**config.mk**
```make
export PLATFORM = sky130hd
export DESIGN_NAME = vc_intc
export DESIGN_NICKNAME = d
export VERILOG_FILES = /design/src/rtl/vc_intc.sv
export SDC_FILE = /design/constraint.sdc
export NUM_CORES = 1
export LEC_CHECK = 0
export BUFFER_PORTS_ARGS = -buffer_cell sky130_fd_sc_hd__buf_2
export CAP_MARGIN = 25
export CORE_MARGIN = 2
export CORE_UTILIZATION = 45
export CTS_CLUSTER_SIZE = 8
export DETAILED_ROUTE_END_ITERATION = 10
export PLACE_DENSITY = 0.79
export RECOVER_POWER = 100
export SETUP_SLACK_MARGIN = 0.15
export SLEW_MARGIN = 20
export SYNTH_ARGS = -nofsm -noshare
export SYNTH_HDL_FRONTEND = slang
export SYNTH_SLANG_ARGS = --single-unit
```
**constraint.sdc**
```tcl
create_clock -name clk -period 1.8 [get_ports clk]
set_input_delay 0.18 -clock clk [delete_from_list [all_inputs] [get_ports clk]]
set_output_delay 0.18 -clock clk [all_outputs]
set_load 0.05 [all_outputs]
```
**src/rtl/vc_intc.sv**
```systemverilog
// vc_intc: NSRC-source interrupt controller for the VC I/O bus, with claim/EOI nesting.
// Defining VC_INTC_SYNC_EN puts a two-flop synchroniser on each src line.
module vc_intc #(
    parameter int RV   = 16,
    parameter int NSRC = 8
) (
    input  logic            clk,
    input  logic            reset,
    input  logic [NSRC-1:0] src,
    input  logic [3:0]      io_addr,
    input  logic            io_write,
    input  logic            io_read,
    input  logic [RV-1:0]   io_wdata,
    output logic [RV-1:0]   io_rdata,
    output logic            interrupt
);

    typedef enum logic [3:0] {
        REG_PEND   = 4'd0,
        REG_ENABLE = 4'd1,
        REG_MODE   = 4'd2,
        REG_CLAIM  = 4'd3,
        REG_SWINT  = 4'd4,
        REG_INSERV = 4'd5
    } reg_e;

    reg_e            addr_e;
    logic [NSRC-1:0] src_s;
    logic [NSRC-1:0] src_d_q;
    logic [NSRC-1:0] pend_q, pend_d;
    logic [NSRC-1:0] enable_q, enable_d;
    logic [NSRC-1:0] mode_q, mode_d;
    logic [NSRC-1:0] inserv_q, inserv_d;
    logic            interrupt_q;

    logic [NSRC-1:0] rise, set, clr, swset, w1c;
    logic [NSRC-1:0] pend, elig, below_inserv, first_hot, claim_hot, eoi_hot;
    logic [3:0]      best;
    logic            any_elig;
    logic            wr_pend, wr_enable, wr_mode, wr_claim, wr_swint, rd_claim;
    logic            unused_wdata;

    assign addr_e = reg_e'(io_addr);

`ifdef VC_INTC_SYNC_EN
    logic [NSRC-1:0] sync1_q, sync2_q;

    always_ff @(posedge clk) begin
        if (reset) begin
            sync1_q <= '0;
            sync2_q <= '0;
        end else begin
            sync1_q <= src;
            sync2_q <= sync1_q;
        end
    end

    assign src_s = sync2_q;
`else
    assign src_s = src;
`endif

    assign wr_pend   = io_write && (addr_e == REG_PEND);
    assign wr_enable = io_write && (addr_e == REG_ENABLE);
    assign wr_mode   = io_write && (addr_e == REG_MODE);
    assign wr_claim  = io_write && (addr_e == REG_CLAIM);
    assign wr_swint  = io_write && (addr_e == REG_SWINT);
    assign rd_claim  = io_read  && (addr_e == REG_CLAIM);

    assign unused_wdata = ^io_wdata;

    assign rise  = src_s & ~src_d_q;
    assign swset = wr_swint ? io_wdata[NSRC-1:0] : '0;
    assign w1c   = wr_pend  ? io_wdata[NSRC-1:0] : '0;
    assign set   = (rise & mode_q) | swset;
    assign clr   = w1c | claim_hot;

    // Level sources are not latched: they are seen only while the line is high.
    assign pend = pend_q | (~mode_q & src_s);

    always_comb begin
        logic seen;
        logic found;
        seen         = 1'b0;
        found        = 1'b0;
        below_inserv = '0;
        first_hot    = '0;
        best         = '0;
        eoi_hot      = '0;
        for (int unsigned k = 0; k < NSRC; k++) begin
            seen            = seen | inserv_q[k];
            below_inserv[k] = ~seen;
        end
        elig = pend & enable_q & below_inserv;
        for (int unsigned k = 0; k < NSRC; k++) begin
            if (elig[k] && !found) begin
                found        = 1'b1;
                best         = 4'(k);
                first_hot[k] = 1'b1;
            end
            eoi_hot[k] = wr_claim && (io_wdata[3:0] == 4'(k));
        end
        any_elig  = found;
        claim_hot = rd_claim ? first_hot : '0;
    end

    always_comb begin
        pend_d   = (pend_q & ~clr) | set;
        inserv_d = (inserv_q & ~eoi_hot) | claim_hot;
        enable_d = wr_enable ? io_wdata[NSRC-1:0] : enable_q;
        mode_d   = wr_mode   ? io_wdata[NSRC-1:0] : mode_q;
    end

    always_ff @(posedge clk) begin
        if (reset) begin
            src_d_q     <= '0;
            pend_q      <= '0;
            enable_q    <= '0;
            mode_q      <= '0;
            inserv_q    <= '0;
            interrupt_q <= 1'b0;
        end else begin
            src_d_q     <= src_s;
            pend_q      <= pend_d;
            enable_q    <= enable_d;
            mode_q      <= mode_d;
            inserv_q    <= inserv_d;
            interrupt_q <= any_elig;
        end
    end

    assign interrupt = interrupt_q;

    always_comb begin
        io_rdata = '0;
        case (addr_e)
            REG_PEND:   io_rdata[NSRC-1:0] = pend;
            REG_ENABLE: io_rdata[NSRC-1:0] = enable_q;
            REG_MODE:   io_rdata[NSRC-1:0] = mode_q;
            REG_CLAIM: begin
                if (any_elig) begin
                    io_rdata[RV-1] = 1'b1;
                    io_rdata[3:0]  = best;
                end
            end
            REG_INSERV: io_rdata[NSRC-1:0] = inserv_q;
            default:    io_rdata = '0;
        endcase
    end

endmodule

```
* Word-level counts from Yosys, hierarchy flattened
Cells that the tools add are included.
** Operators by class
- Reductions and logical operators :: 30
- Eq/ne operators :: 12
- Bitwise gates (word level) :: 31
- Multiplexer cells :: 30
** Operator list (number)
- $and 8x8->8 :: 7
- $or 8x8->8 :: 5
- $not 8->8 :: 4
- $mux 4 :: 7
- $eq 4x3->1 const B :: 6
- $mux 8 :: 3
- $logic_and 1x1->1 :: 21
- $pmux 4 s5 :: 1
- $mux 1 :: 18
- $eq 4x2->1 const B :: 4
- $pmux 4 s4 :: 1
- $eq 4x1->1 const B :: 2
- $logic_not 4->1 :: 2
- $not 1->1 :: 8
- $logic_not 1->1 :: 7
- $or 1x1->1 :: 7
** Word-level totals
- Output and inout port bits :: 17
- Register bits after elaboration :: 41
- Bits of input ports :: 32
- Logic and storage cells :: 109

* Longest topological paths before layout
- Depth after elaboration :: 36
- Mapped depth :: 8
- Mapped depth without buffers :: 6

* Least setup slack after synthesis
No wires, ideal clock.
- Path kind :: register -> output
- From :: register inserv_q[1]
- To :: output io_rdata[0]
- Setup slack :: -0.752 ns
- Data required time :: 1.620 ns
- Stages on the path, launching flop included :: 6
- Data arrival time :: 2.372 ns
- Cell sequence :: dfxtp_1 > or3_4 > a21oi_2 > nor2_2 > a21oi_1 > a211o_1
** On the way
- Word-level cells in the longest chain between the ends :: 25
- Elaborated cells on any way between the ends :: 44
- Classes of those cells :: 16 x mux; 15 x bitwise; 13 x reduce/logical
** Ends and longest elaborated chain
- start: declaration :: RTL line 33 : logic [NSRC-1:0] inserv_q, inserv_d;
- start signal: assignment :: RTL line 127 : inserv_q <= inserv_d;
- $or 1x1->1 * :: RTL line 91 : seen = seen | inserv_q[k];
- $not 1->1 :: RTL line 92 : below_inserv[k] = ~seen;
- $and 8x8->8 * :: RTL line 94 : elig = pend & enable_q & below_inserv;
- $logic_and 1x1->1 :: RTL line 96 : if (elig[k] && !found) begin
- $mux 1 :: RTL line 96
- $logic_not 1->1 :: RTL line 96
- $logic_and 1x1->1 :: RTL line 96
- $mux 1 :: RTL line 96
- [... 9 more ...]
- $logic_not 1->1 :: RTL line 96
- $logic_and 1x1->1 :: RTL line 96
- $mux 1 :: RTL line 96
- $logic_not 1->1 :: RTL line 96
- $logic_and 1x1->1 :: RTL line 96
- $mux 4 or $mux 1 (tied branches) :: RTL line 96
- $mux 4 * :: RTL line 141 : if (any_elig) begin
- $pmux 4 s5 * :: RTL line 136 : case (addr_e)
- end: declaration :: RTL line 14 : output logic [RV-1:0] io_rdata,
Every way passes the cells marked *; elsewhere a longest branch is shown, timed or not.

* Final worst setup path
- From :: register inserv_q[2]
- To :: output io_rdata[0]
** On the way
- Word-level cells in the longest chain between the ends :: 22
- Elaborated cells on any way between the ends :: 38
- Classes of those cells :: 14 x mux; 13 x bitwise; 11 x reduce/logical
** Ends and longest elaborated chain (RTL line)
- $or 1x1->1 * :: 91
- $not 1->1 :: 92
- $and 8x8->8 * :: 94
- $logic_and 1x1->1 :: 96
- $mux 1 :: 96
- $logic_not 1->1 :: 96
- $logic_and 1x1->1 :: 96
- $mux 1 :: 96
- [... 6 more ...]
- $logic_not 1->1 :: 96
- $logic_and 1x1->1 :: 96
- $mux 1 :: 96
- $logic_not 1->1 :: 96
- $logic_and 1x1->1 :: 96
- $mux 4 or $mux 1 (tied branches) :: 96
- $mux 4 * :: 141
- $pmux 4 s5 * :: 136
Marked as above.

==> summary.txt <==
Die
  – Row count: 25
  – Die W: 74.71 µm
  – IO Count: 49
  – Core region area: 0.004786 mm²
  – Starting Density: 47.01%
  – Die height: 74.71 µm
  – Die area: 0.005581 mm²

Setup path
  – Flop-to-flop setup slack: -0.18 ns
  – Slowest cell delay on critical path: 0.43 ns
  – Setup CP Type: register to primary output
  – Worst-path cell chain: or3_4 -> nor3_4 -> nand2_1 -> a22o_1 -> a211o_4 -> buf_8
  – CP max FO: 5
  – CP Capture Type: primary output
  – CP startpoint kind: register
  – CP max-delay cell: or3_4
  – CP top delay family: simple AND/OR/NAND/NOR gates
  – WP data required: 1.62 ns
  – Buffers & Inverters on Critical Path: 1
  – Worst Path Arrival: 2.04 ns

Clocking
  – CTS Buffer Depth: 2
  – TritonCTS clock tree: done
  – TritonCTS Sinks: 41
  – CTS root buffer: clkbuf_8
  – H-Tree Depth: 2
  – Clk slew on worst S/H paths: 0.08 ns
  – Clk_lat worst skew: 0.30 ns
  – Cts hold-fix bufs: 0
  – TritonCTS buffer count: 5

Final layout
  – Final Non-Filler Cells: 449
  – N_diodes: 0
  – Fraction of final layout cells sized beyond drive strength 1: 33.77%
  – Area occupied by multi-input gates: 0.001444 mm²
  – Final Util: 65.80%
  – Reg area: 828.3 µm²
  – Fin nets: 414
  – Fill cells: 381
  – Layout area overhead: 39.99%

Global route
  – Initial antenna violation count: 0
  – GRT Total Usage: 29.34%
  – Pin count of the biggest net entering global routing: 25
  – Vias in the first global route: 2479
  – First-pass GRT wire length: 12270 µm
  – Total gr overflow: 0

Detailed routing
  – Drc violations: 0
  – Initial drt markers: 299
  – Avg Vias per Cell: 5.935
  – Routed Antenna Nets: 0
  – DR pass1 iterations: 5
  – DR WL/cell: 16.92 µm
  – Total wire length: 7599 µm
  – Vias: 2665

Power
  – Worst vdd ir: 576.2 µV
  – Tot Pwr: 0.001877 W
  – Power per cell area: 596.0 mW/mm²
  – Leakage: 1.309 nW

Place
  – Final HPWL DP: 5530 µm
  – Port buffer count: 33
  – Placed insts: 438
  – Global placer's final weighted congestion: 1.003

Yosys
  – Synth Instances: 291
  – Synth Warn #: 0
  – Ys async rst share: 0%
  – Mapped Area: 0.002250 mm²
  – Top cell type's share of synthesized area: 36.48%
  – Main flop type after synthesis: dfxtp_1
  – Syn Area/Cell: 7.731 µm²
  – Sequential area share after synthesis: 36.48%
  – Number of enable flip-flop cells after synthesis: 0
  – Synth area leader: dfxtp_1
  – Netlist cell types: 46
  – Area contributors post-synth: dfxtp_1 (36%), a21oi_1 (9.1%), nor2b_1 (5.6%)
  – Post-synth top cells: a21oi_1 (41), dfxtp_1 (41), nand2_1 (32), nor2_1 (28), nor2b_1 (20)
  – Synthesized flop and latch total: 41

STA
  – Final Cycle Share: 123.2%
  – Final slew viol count: 0
  – Clk_skew: 0.007858 ns
  – Setup ws final: -0.4174 ns
  – Final Hold Viols: 0
  – Unrepaired setup endpoints after global routing: true
  – F_max: 0.4510 GHz
  – Relative slew slack: 24.25%
  – Setup violations, final: 15
  – Hold WS: 0.1143 ns
  – Tmin final: 2.217 ns
  – Sum Neg Setup Slack: -2.406 ns
  – Worst slew pin tran: 1.136 ns

Run
  – Max-Cap Viols: 0

Worst hold path
  – Min-Delay Path Class: input pin to register

Run status
  – Status: finished, violations left
  – Failing checks: setup timing
==> cells in the final DEF, fill, tap and decap left out, types with 3 or more instances in the layout <==
cell type / netlist / final
clkbuf_1: 8 / 7
nor3_4: 2 / 3
a21oi_1: 41 / 39
conb_1: 1 / 7
nand2_1: 32 / 32
a22oi_1: 3 / 3
inv_1: 4 / 4
buf_4: 8 / 55
or2_4: 0 / 3
mux2i_1: 10 / 9
o2bb2ai_1: 3 / 3
clkbuf_8: 0 / 6
dfxtp_2: 0 / 6
buf_2: 2 / 21
nand2b_1: 8 / 8
nor2b_1: 20 / 19
o21ai_1: 2 / 4
nor3_1: 4 / 3
nor2_1: 28 / 28
o21ai_2: 0 / 3
buf_6: 0 / 9
nand3_1: 16 / 16
dfxtp_1: 41 / 35
o21ai_0: 19 / 14
==> final cells by class <==
cell class                      count  area share [%]
Clock buffer                        7           2.741
Inverter                            4          0.4768
Multi-Input combinational cell    234           45.85
Sequential cell                    41           26.30
Tap cell                           67           2.662
Timing Repair Buffer               96           21.97
==> final timing paths <==
path,from,to,depth (start not counted)
setup / recovery,inserv_q[2],io_rdata[0],6
setup reg to reg,inserv_q[2],pend_q[5],8
hold / removal,src[0],src_d_q[0],2
hold reg to reg,pend_q[1],pend_q[1],2
==> layer usage <==
layer | track usage [%] | part of all wire [%]
met1 | 38.14 | 41
met2 | 46.80 | 46
met3 | 7.631 | 9.8
met4 | 11.51 | 2.7
met5 | 0 | 0
==> metrics by stage <==
stage          worst slack (ns)  instance area, µm²
6_report                -0.4174                3149
3_5_place_dp            -0.1907                2910
5_1_grt                 -0.4694                3149
2_1_floorplan          -0.08797                2318
4_1_cts                 -0.4033                3127
3_3_place_gp            -0.1469                2910
==> timing repair <==
item	4_1_cts	5_1_grt
buffers inserted	2	2
pin swaps	11	4
setup endpoints to repair	21	21
resized for setup	36	13
==> state kept, by name, indices dropped and copies added (netlist names) <==
name	flops
interrupt	1
src_d_q	8
inserv_q	8
pend_q	8
enable_q	8
mode_q	8
==> power breakdown <==
part	switching, W	leakage, nW	internal, W
Combinational	0.000196	0.929	0.000114
Clock	0.000330	0.0443	0.000305
Sequential	0.00000739	0.336	0.000924
Total	0.000534	1.31	0.00134
==> kinds of logic (layout without fill, tap and decap cells) <==
| family | count (synthesis) | in the layout | share of synthesized area (%) |
|---|---|---|---|
| multiplexers | 10 | 10 | 4.450 |
| AND/OR/NAND/NOR | 129 | 129 | 30.48 |
| AO/OA/AOI/OAI | 88 | 88 | 23.30 |
| other | 1 | 7 | 0.1667 |
| flip-flops | 41 | 41 | 36.49 |
| buffers and inverters | 22 | 107 | 5.117 |
Power figures use the tool's default switching activity.
